[src/rtl/pulse_stretcher_if.sv]
// pulse_stretcher_if: tick/clear requests in, stretched level and queue status out.
interface pulse_stretcher_if #(
    parameter int PEND_W = 3
);
    logic              tick;
    logic              clr_ovf;
    logic              level;
    logic              busy;
    logic [PEND_W-1:0] pending;
    logic              overflow;

    modport master (output tick, output clr_ovf, input level, input busy, input pending, input overflow);
    modport slave  (input tick, input clr_ovf, output level, output busy, output pending, output overflow);
endinterface

[src/rtl/pulse_stretcher.sv]
// pulse_stretcher: turns tick strobes into fixed-width pulses with a guaranteed low gap.
// PULSE_STRETCH_RETRIGGER_EN: ticks during HIGH extend the pulse instead of queueing.
module pulse_stretcher #(
    parameter int HIGH_CYCLES = 4,
    parameter int LOW_CYCLES  = 2,
    parameter int PEND_W      = 3
) (
    input  logic                clk,
    input  logic                rst_n,
    pulse_stretcher_if.slave    bus
);
    localparam int MAXC = (HIGH_CYCLES > LOW_CYCLES) ? HIGH_CYCLES : LOW_CYCLES;
    localparam int CW   = $clog2(MAXC + 1);
    localparam logic [CW-1:0] HC = CW'(HIGH_CYCLES);
    localparam logic [CW-1:0] LC = CW'(LOW_CYCLES);
    localparam logic [PEND_W-1:0] PMAX = '1;

    typedef enum logic [1:0] {IDLE, HIGH, GAP} state_t;

    state_t            state, state_nx;
    logic [CW-1:0]     cnt, cnt_nx;
    logic [PEND_W-1:0] pend_nx;
    logic              enq, deq, drop, last, ovf_nx;

    assign last = cnt == CW'(1);

    always_comb begin
        state_nx = state;
        cnt_nx   = cnt;
        enq      = 1'b0;
        deq      = 1'b0;
        case (state)
            IDLE: begin
                state_nx = bus.tick ? HIGH : IDLE;
                cnt_nx   = bus.tick ? HC : cnt;
            end
            HIGH: begin
                state_nx = last ? GAP : HIGH;
                cnt_nx   = last ? LC : cnt - CW'(1);
`ifdef PULSE_STRETCH_RETRIGGER_EN
                if (bus.tick) begin
                    state_nx = HIGH;
                    cnt_nx   = HC;
                end
`else
                enq = bus.tick;
`endif
            end
            GAP: begin
                if (!last) begin
                    cnt_nx = cnt - CW'(1);
                    enq    = bus.tick;
                end else if (bus.pending != '0) begin
                    // Dequeue and re-queue the same-cycle tick: net pending unchanged.
                    deq      = 1'b1;
                    enq      = bus.tick;
                    state_nx = HIGH;
                    cnt_nx   = HC;
                end else begin
                    state_nx = bus.tick ? HIGH : IDLE;
                    cnt_nx   = bus.tick ? HC : cnt;
                end
            end
            default: state_nx = IDLE;
        endcase
        drop    = enq && !deq && bus.pending == PMAX;
        pend_nx = (enq && !deq && !drop) ? bus.pending + PEND_W'(1) :
                  (deq && !enq) ? bus.pending - PEND_W'(1) : bus.pending;
        ovf_nx  = drop || (bus.overflow && !bus.clr_ovf);
    end

    always_ff @(posedge clk) begin
        if (!rst_n) begin
            state        <= IDLE;
            cnt          <= '0;
            bus.level    <= 1'b0;
            bus.busy     <= 1'b0;
            bus.pending  <= '0;
            bus.overflow <= 1'b0;
        end else begin
            state        <= state_nx;
            cnt          <= cnt_nx;
            bus.level    <= state_nx == HIGH;
            bus.busy     <= state_nx != IDLE;
            bus.pending  <= pend_nx;
            bus.overflow <= ovf_nx;
        end
    end
endmodule

[src/flat_wrapper.sv]
// flat-port wrapper written by rule: the top's interface ports become plain ports
module pulse_stretcher_flat 
#(
    parameter int HIGH_CYCLES = 4,
    parameter int LOW_CYCLES  = 2,
    parameter int PEND_W      = 3
)
  (clk, rst_n, bus_tick, bus_clr_ovf, bus_level, bus_busy, bus_pending, bus_overflow);
  pulse_stretcher_if #(.PEND_W(PEND_W)) bus_i ();
  input  logic clk;
  input  logic rst_n;
  input wire logic [$bits(bus_i.tick)-1:0] bus_tick;
  input wire logic [$bits(bus_i.clr_ovf)-1:0] bus_clr_ovf;
  output wire logic [$bits(bus_i.level)-1:0] bus_level;
  output wire logic [$bits(bus_i.busy)-1:0] bus_busy;
  output wire logic [$bits(bus_i.pending)-1:0] bus_pending;
  output wire logic [$bits(bus_i.overflow)-1:0] bus_overflow;
  assign bus_i.tick = bus_tick;
  assign bus_i.clr_ovf = bus_clr_ovf;
  assign bus_level = bus_i.level;
  assign bus_busy = bus_i.busy;
  assign bus_pending = bus_i.pending;
  assign bus_overflow = bus_i.overflow;
  pulse_stretcher #(.HIGH_CYCLES(HIGH_CYCLES), .LOW_CYCLES(LOW_CYCLES), .PEND_W(PEND_W)) u_core (.clk(clk), .rst_n(rst_n), .bus(bus_i));
endmodule
[config.mk]
export PLATFORM = sky130hd
export DESIGN_NAME = pulse_stretcher_flat
export DESIGN_NICKNAME = d
export VERILOG_FILES = /design/src/rtl/pulse_stretcher_if.sv /design/src/rtl/pulse_stretcher.sv /design/src/flat_wrapper.sv
export SDC_FILE = /design/constraint.sdc
export NUM_CORES = 1
export LEC_CHECK = 0
export ABC_AREA = 1
export CAP_MARGIN = 10
export CORE_ASPECT_RATIO = 0.75
export CORE_MARGIN = 3
export CORE_UTILIZATION = 33
export CTS_BUF_LIST = sky130_fd_sc_hd__clkbuf_4 sky130_fd_sc_hd__clkbuf_8
export CTS_CLUSTER_SIZE = 12
export DETAILED_ROUTE_END_ITERATION = 16
export DONT_BUFFER_PORTS = 1
export GPL_ROUTABILITY_DRIVEN = 1
export HOLD_SLACK_MARGIN = 0.1
export SLEW_MARGIN = 20
export SYNTH_ARGS = -nofsm -noshare
export SYNTH_HDL_FRONTEND = slang
export SYNTH_SLANG_ARGS = --single-unit
[constraint.sdc]
create_clock -name clk -period 1.8 [get_ports clk]
set_input_delay 0.27 -clock clk [delete_from_list [all_inputs] [get_ports clk]]
set_output_delay 0.27 -clock clk [all_outputs]
set_load 0.005 [all_outputs]
# Word level (Yosys, flattened, before mapping)
# Cells that the tools add are included.
# Widths: inputs -> output; s select.
word_totals:
  reg_bits: 11
  out_inout_bits: 6
classes:
  mux: 18
  n_addsub: 3
  reduce_logical: 15
  n_eq_ne: 5
op_table:
  columns: ["op", "n"]
  rows:
  - ["$mux 3", 6]
  - ["$pmux 3 s3", 1]
  - ["$mux 1", 6]
  - ["$mux 2", 3]
  - ["$pmux 2 s3", 1]
  - ["$reduce_bool 3->1", 2]
  - ["$sub 3x1->3 const B", 2]
  - ["$logic_and 1x1->1", 5]
  - ["$eq 2x1->1 const B", 2]
  - ["$logic_not 1->1", 4]
  - ["$reduce_bool 2->1", 2]
  - ["$add 3x1->3 const B", 1]
  - ["$eq 3x1->1 const B", 1]
  - ["$eq 3x3->1 const B", 1]
  - ["$eq 2x2->1 const B", 1]
  - ["$logic_not 2->1", 1]
  - ["$pmux 1 s2", 1]
  - ["$logic_or 1x1->1", 1]

# Logic depth before layout (Yosys ltp)
depth:
  word_depth: 10
  depth_mapped: 13

# Worst setup path after synthesis
# OpenSTA, ideal clock, no wires.
synth_timing:
  path_kind: "flip-flop to flip-flop"
  from: "reg u_core.state[0]"
  to: "reg u_core.bus.pending[2]"
  stages_incl_launch_ff: 12
  setup_time_ps: 115
  path_slack_ps: -136
  n_path_buf: 1
  arrival_ps: 1821
  required_time_ps: 1685
  period_less_slack_ps: 1936
  cell_sequence: "dfxtp_1 -> inv_1 -> ha_1 -> clkbuf_2 -> nand3_1 -> nand2_1 -> inv_2 -> nand3_2 -> fa_1 -> or2_1 -> a21oi_1 -> nor2_1"
synth_via:
  elab_chain_len: 8
  elab_cells_between_ends: 13
synth_rtl:
  columns: ["element", "line", "text"]
  rows:
  - ["from (decl)", "pulse_stretcher.sv:20", "state_t state, state_nx;"]
  - ["from (signal assigned)", "pulse_stretcher.sv:81", "state <= state_nx;"]
  - ["$eq 2x2->1", "pulse_stretcher.sv:32", "case (state)"]
  - ["$mux 1", "pulse_stretcher.sv:32", null]
  - ["$logic_not 1->1", "pulse_stretcher.sv:66, pulse_stretcher.sv:67", null]
  - ["$logic_and 1x1->1", "pulse_stretcher.sv:66, pulse_stretcher.sv:67", null]
  - ["$logic_and 1x1->1", "pulse_stretcher.sv:66", "drop = enq && !deq && bus.pending == PMAX;"]
  - ["$logic_not 1->1", "pulse_stretcher.sv:67", "pend_nx = (enq && !deq && !drop) ? bus.pending + PEND_W'(1) :"]
  - ["$logic_and 1x1->1", "pulse_stretcher.sv:67", null]
  - ["$mux 3 / $reduce_bool 2->1 (equally long branches)", null, null]
  - ["to (signal assigned)", "pulse_stretcher.sv:85", "bus.pending <= pend_nx;"]
  - ["to (decl)", "pulse_stretcher_if.sv:13", "modport slave (input tick, input clr_ovf, output level, output busy, output pending, output overflow);"]
# Parallel ways exist; a longest one is shown, timed or not.
# A chain may end at the register's enable or synchronous reset.

# Worst setup path after layout
layout_timing:
  from: "reg u_core.state[1]"
  to: "reg u_core.bus.pending[2]"
# The elaborated chain is that of the path after synthesis.

==> metrics.md <==
| Metric | Value |
|---|---|
| Core footprint | `between 0.002 and 0.0025 mm2` |
| Placer congestion estimate | `just over 0.8` |
| CP endpoint kind | `register` |
| Worst VDD drop | `around 0.0005 V` |
| Register area | `226.5 um2` |
| Fin worst setup slack | `0.005294 ns` |
| CTS root buffer | `clkbuf_4` |
| CP Max Fanout | `3` |
| TritonCTS buffer count | `3` |
| GRT Overall Usage | `0.1340` |
| Layout cells sized above 1 | `0.4831` |
| Footprint of the multi-input gates | `485.5 um2` |
| Max transition margin | `0.7513` |
| Num rows | `14` |
| # diodes | `0` |
| Die H | `~47 um` |
| Xor/xnor share of the synthesized area | `0` |
| Area leader, netlist | `dfxtp_1` |
| Maximum buffer depth of the clock tree | `2` |
| Slew @ Worst Pin | `0.3692 ns` |
| Largest net degree at the start of global routing | `8` |
| Simple-gate portion of the synthesized area | `0.3097` |
| Post-synthesis mux area share | `0` |
| Power Dens Cells | `between 500 and 600 mW/mm2` |
| Period minus WS final | `between 1.5 and 2 ns` |
| Initial DRC Count | `3` |
| Crit-path leading delay family | `adder cells` |
| Total wire length | `between 1.5 and 2 mm` |
| Post-DP HPWL | `roughly 1.2 mm` |
| Die area | `between 0.002 and 0.003 mm2` |
| ANT nets after route | `0` |
| Mapped Area | `around 720 um2` |
| Die X | `60.06 um` |
| CP max-delay cell | `dfxtp_4` |
| Yosys cell types | `25` |
| Total power | `between 0.5 and 0.6 mW` |
| Outcome | `finished clean` |
| Top cells by area, synth | `dfxtp_1 (30%), ha_1 (10%), inv_1 (6.7%)` |
| DR WL/cell | `between 10 and 15 um` |
| Switching power | `about 0.18 mW` |
| Design area | `roughly 1000 um2` |
| Ratio of final minimum period to clock period | `0.9971` |
| Worst skew pair latency | `about 0.28 ns` |
| Synth warn | `0` |
| PortBufs | `0` |
| Final-report hold violation count | `0` |
| RSZ-0062 raised after global routing | `true` |
| Peak Freq | `557.2 MHz` |
| Clock skew | `just under 0.009 ns` |
| Max-cap violation count | `0` |
| Post-Syn Nets | `108` |
| First-pass GRT wire length | `approximately 2.7 mm` |
| Synth top area share | `0.3045` |
| Pre-CTS setup slack | `-0.09407 ns` |
| Clock power share | `0.305` |
| Hold_ws | `~0.12 ns` |
| Ports | `10` |
| Placed cell area | `~900 um2` |
| Worst path cell trace | `inv_2, ha_4, nand2_4, inv_2, nand2_2, inv_2, nand3_2, fa_2, or2_1, a21oi_1, nor2_1` |
| Lkg Pwr | `0.4308 nW` |
| Area grow syn2layout | `34.78%` |
| Sw Ratio | `0.3054` |
| Gr ovfl total | `0` |
| FILL cells | `slightly below 200` |
| CP max stage delay | `~0.36 ns` |
| Nets@finish | `130` |
| Vias per std cell | `between 4 and 5` |
| CTS clk-pin slew, worst paths | `about 0.070 ns` |
| Starting Density | `0.3529` |
| Post-Syn Instances | `97` |
| TritonRoute pass-1 iters | `3` |
| Vias in the first global route | `approximately 630` |
| Crit Path Category | `register to register` |
| Most frequent CP cell | `inv_2` |
| Post-Synth Adder-Cell Area | `0.1315` |
| Fin. max-slew vios | `0` |
| CTS Hold Bufs | `0` |
| H-tree levels | `1` |
| Post-synthesis register bit count | `11` |
| Startpoint Class | `register` |
| Compound-cell area share of the yosys netlist | `0.1540` |
| Crit path required time | `between 1.5 and 2 ns` |
| Via count | `roughly 680` |
| CTS tree | `built` |
| Avg Synthesized Cell Area | `approximately 7.5 um2` |
| Post-route DRC | `0` |
| Sequential fraction of design power | `0.466` |
| Final setup fails | `0` |
| Critical path buffers and inverters | `3` |
| Setup tns final | `0 ns` |
| CP arrival | `between 1.5 and 2 ns` |
| Comb pwr share | `0.229` |
| Worst min-delay path category | `input port to register` |
| Largest family of logic cells by synthesized area | `simple AND/OR/NAND/NOR gates` |
| Initial antenna violation count | `0` |
| Seq/Total Area, Yosys | `0.3045` |
| Power Internal | `0.4003 mW` |
| TritonCTS Sinks | `11` |
final timing paths:
check | from | to | slack, ns | cells after the start
setup / recovery | u_core.state[1]$_SDFF_PN0_ | u_core.bus.pending[2]$_SDFFE_PN0P_ | 0.005 | 11
hold / removal | rst_n | u_core.bus.pending[2]$_SDFFE_PN0P_ | 0.12 | 2
setup reg to reg | u_core.state[1]$_SDFF_PN0_ | u_core.bus.pending[2]$_SDFFE_PN0P_ | 0.005 | 11
hold reg to reg | u_core.cnt[1]$_SDFFE_PN0N_ | u_core.cnt[1]$_SDFFE_PN0N_ | 0.48 | 2
synth_stat cells:
cell and n:
a21oi_1 4, a21oi_2 2, a221oi_1 1, a22o_1 1, clkbuf_2 1, dfxtp_1 11
fa_1 1, ha_1 6, inv_1 13, inv_2 5, nand2_1 12, nand2_2 5
nand3_1 5, nand3_2 1, nand3b_1 1, nand4_1 2, nand4_2 1, nor2_1 10
nor2_2 4, nor2_4 1, o211ai_2 1, o21ai_0 5, o21ai_1 2, o21ai_2 1
or2_1 1
power by group through the flow:
stage               Sequential, mW  Combinational [mW]  Clock [mW]
floorplan                    0.275              0.0771           0
global placement             0.274               0.116           0
detailed placement           0.274               0.118           0
CTS                          0.268               0.129       0.183
global route                 0.270               0.148       0.196
finish                       0.268               0.132       0.176
kinds of logic after synthesis:
| family | Yosys count |
|---|---|
| buffers and inverters | 19 |
| flip-flops | 11 |
| AO/OA/AOI/OAI | 17 |
| adder cells (fa/ha/maj) | 7 |
| AND/OR/NAND/NOR | 43 |
sequential cells by signal, indices dropped and copies added (netlist names):
name	cells
u_core.bus.level	1
u_core.bus.overflow	1
u_core.state	2
u_core.cnt	3
u_core.bus.busy	1
u_core.bus.pending	3
layer usage:
metal / share of wire / vias to the layer above / GRT usage
met4: 0.0032 / 0 / 0.02655
met1: 0.51 / 311 / 0.1736
met2: 0.45 / 9 / 0.2047
met5: 0 / - / 0
li1: - / 354 / -
met3: 0.035 / 2 / 0.06162
cell type report:
class	instances	area share
clock inverter	1	0.005135
inverter	18	0.07189
multi-input combinational	67	0.4981
sequential	11	0.2323
tap	24	0.03081
clock buffer	3	0.02311
timing repair buffer	18	0.1386
through the flow:
| stage | utilization | cells |
|---|---|---|
| CTS | 0.4719 | 142 |
| finish | 0.4756 | 142 |
| global placement | 0.4286 | 134 |
| floorplan | - | 97 |
| detailed placement | 0.4286 | 134 |
| global route | 0.4756 | 142 |
cell usage in the layout (no fill, tap or decap), types with 4 or more instances in the layout:
master / Yosys / layout
a21oi_1: 4 / 4
buf_4: 0 / 18
dfxtp_1: 11 / 8
inv_1: 13 / 9
inv_2: 5 / 8
nand2_1: 12 / 10
nand2_2: 5 / 6
nand3_1: 5 / 4
nor2_1: 10 / 10
nor2_2: 4 / 4
o21ai_0: 5 / 5
timing repair:
action,in CTS,in global routing
resized for setup,8,3
buffers inserted,4,0
pin swaps,6,2
gates cloned,0,0
endpoints found under the setup margin,1,1
Power figures use the tool's default switching activity.
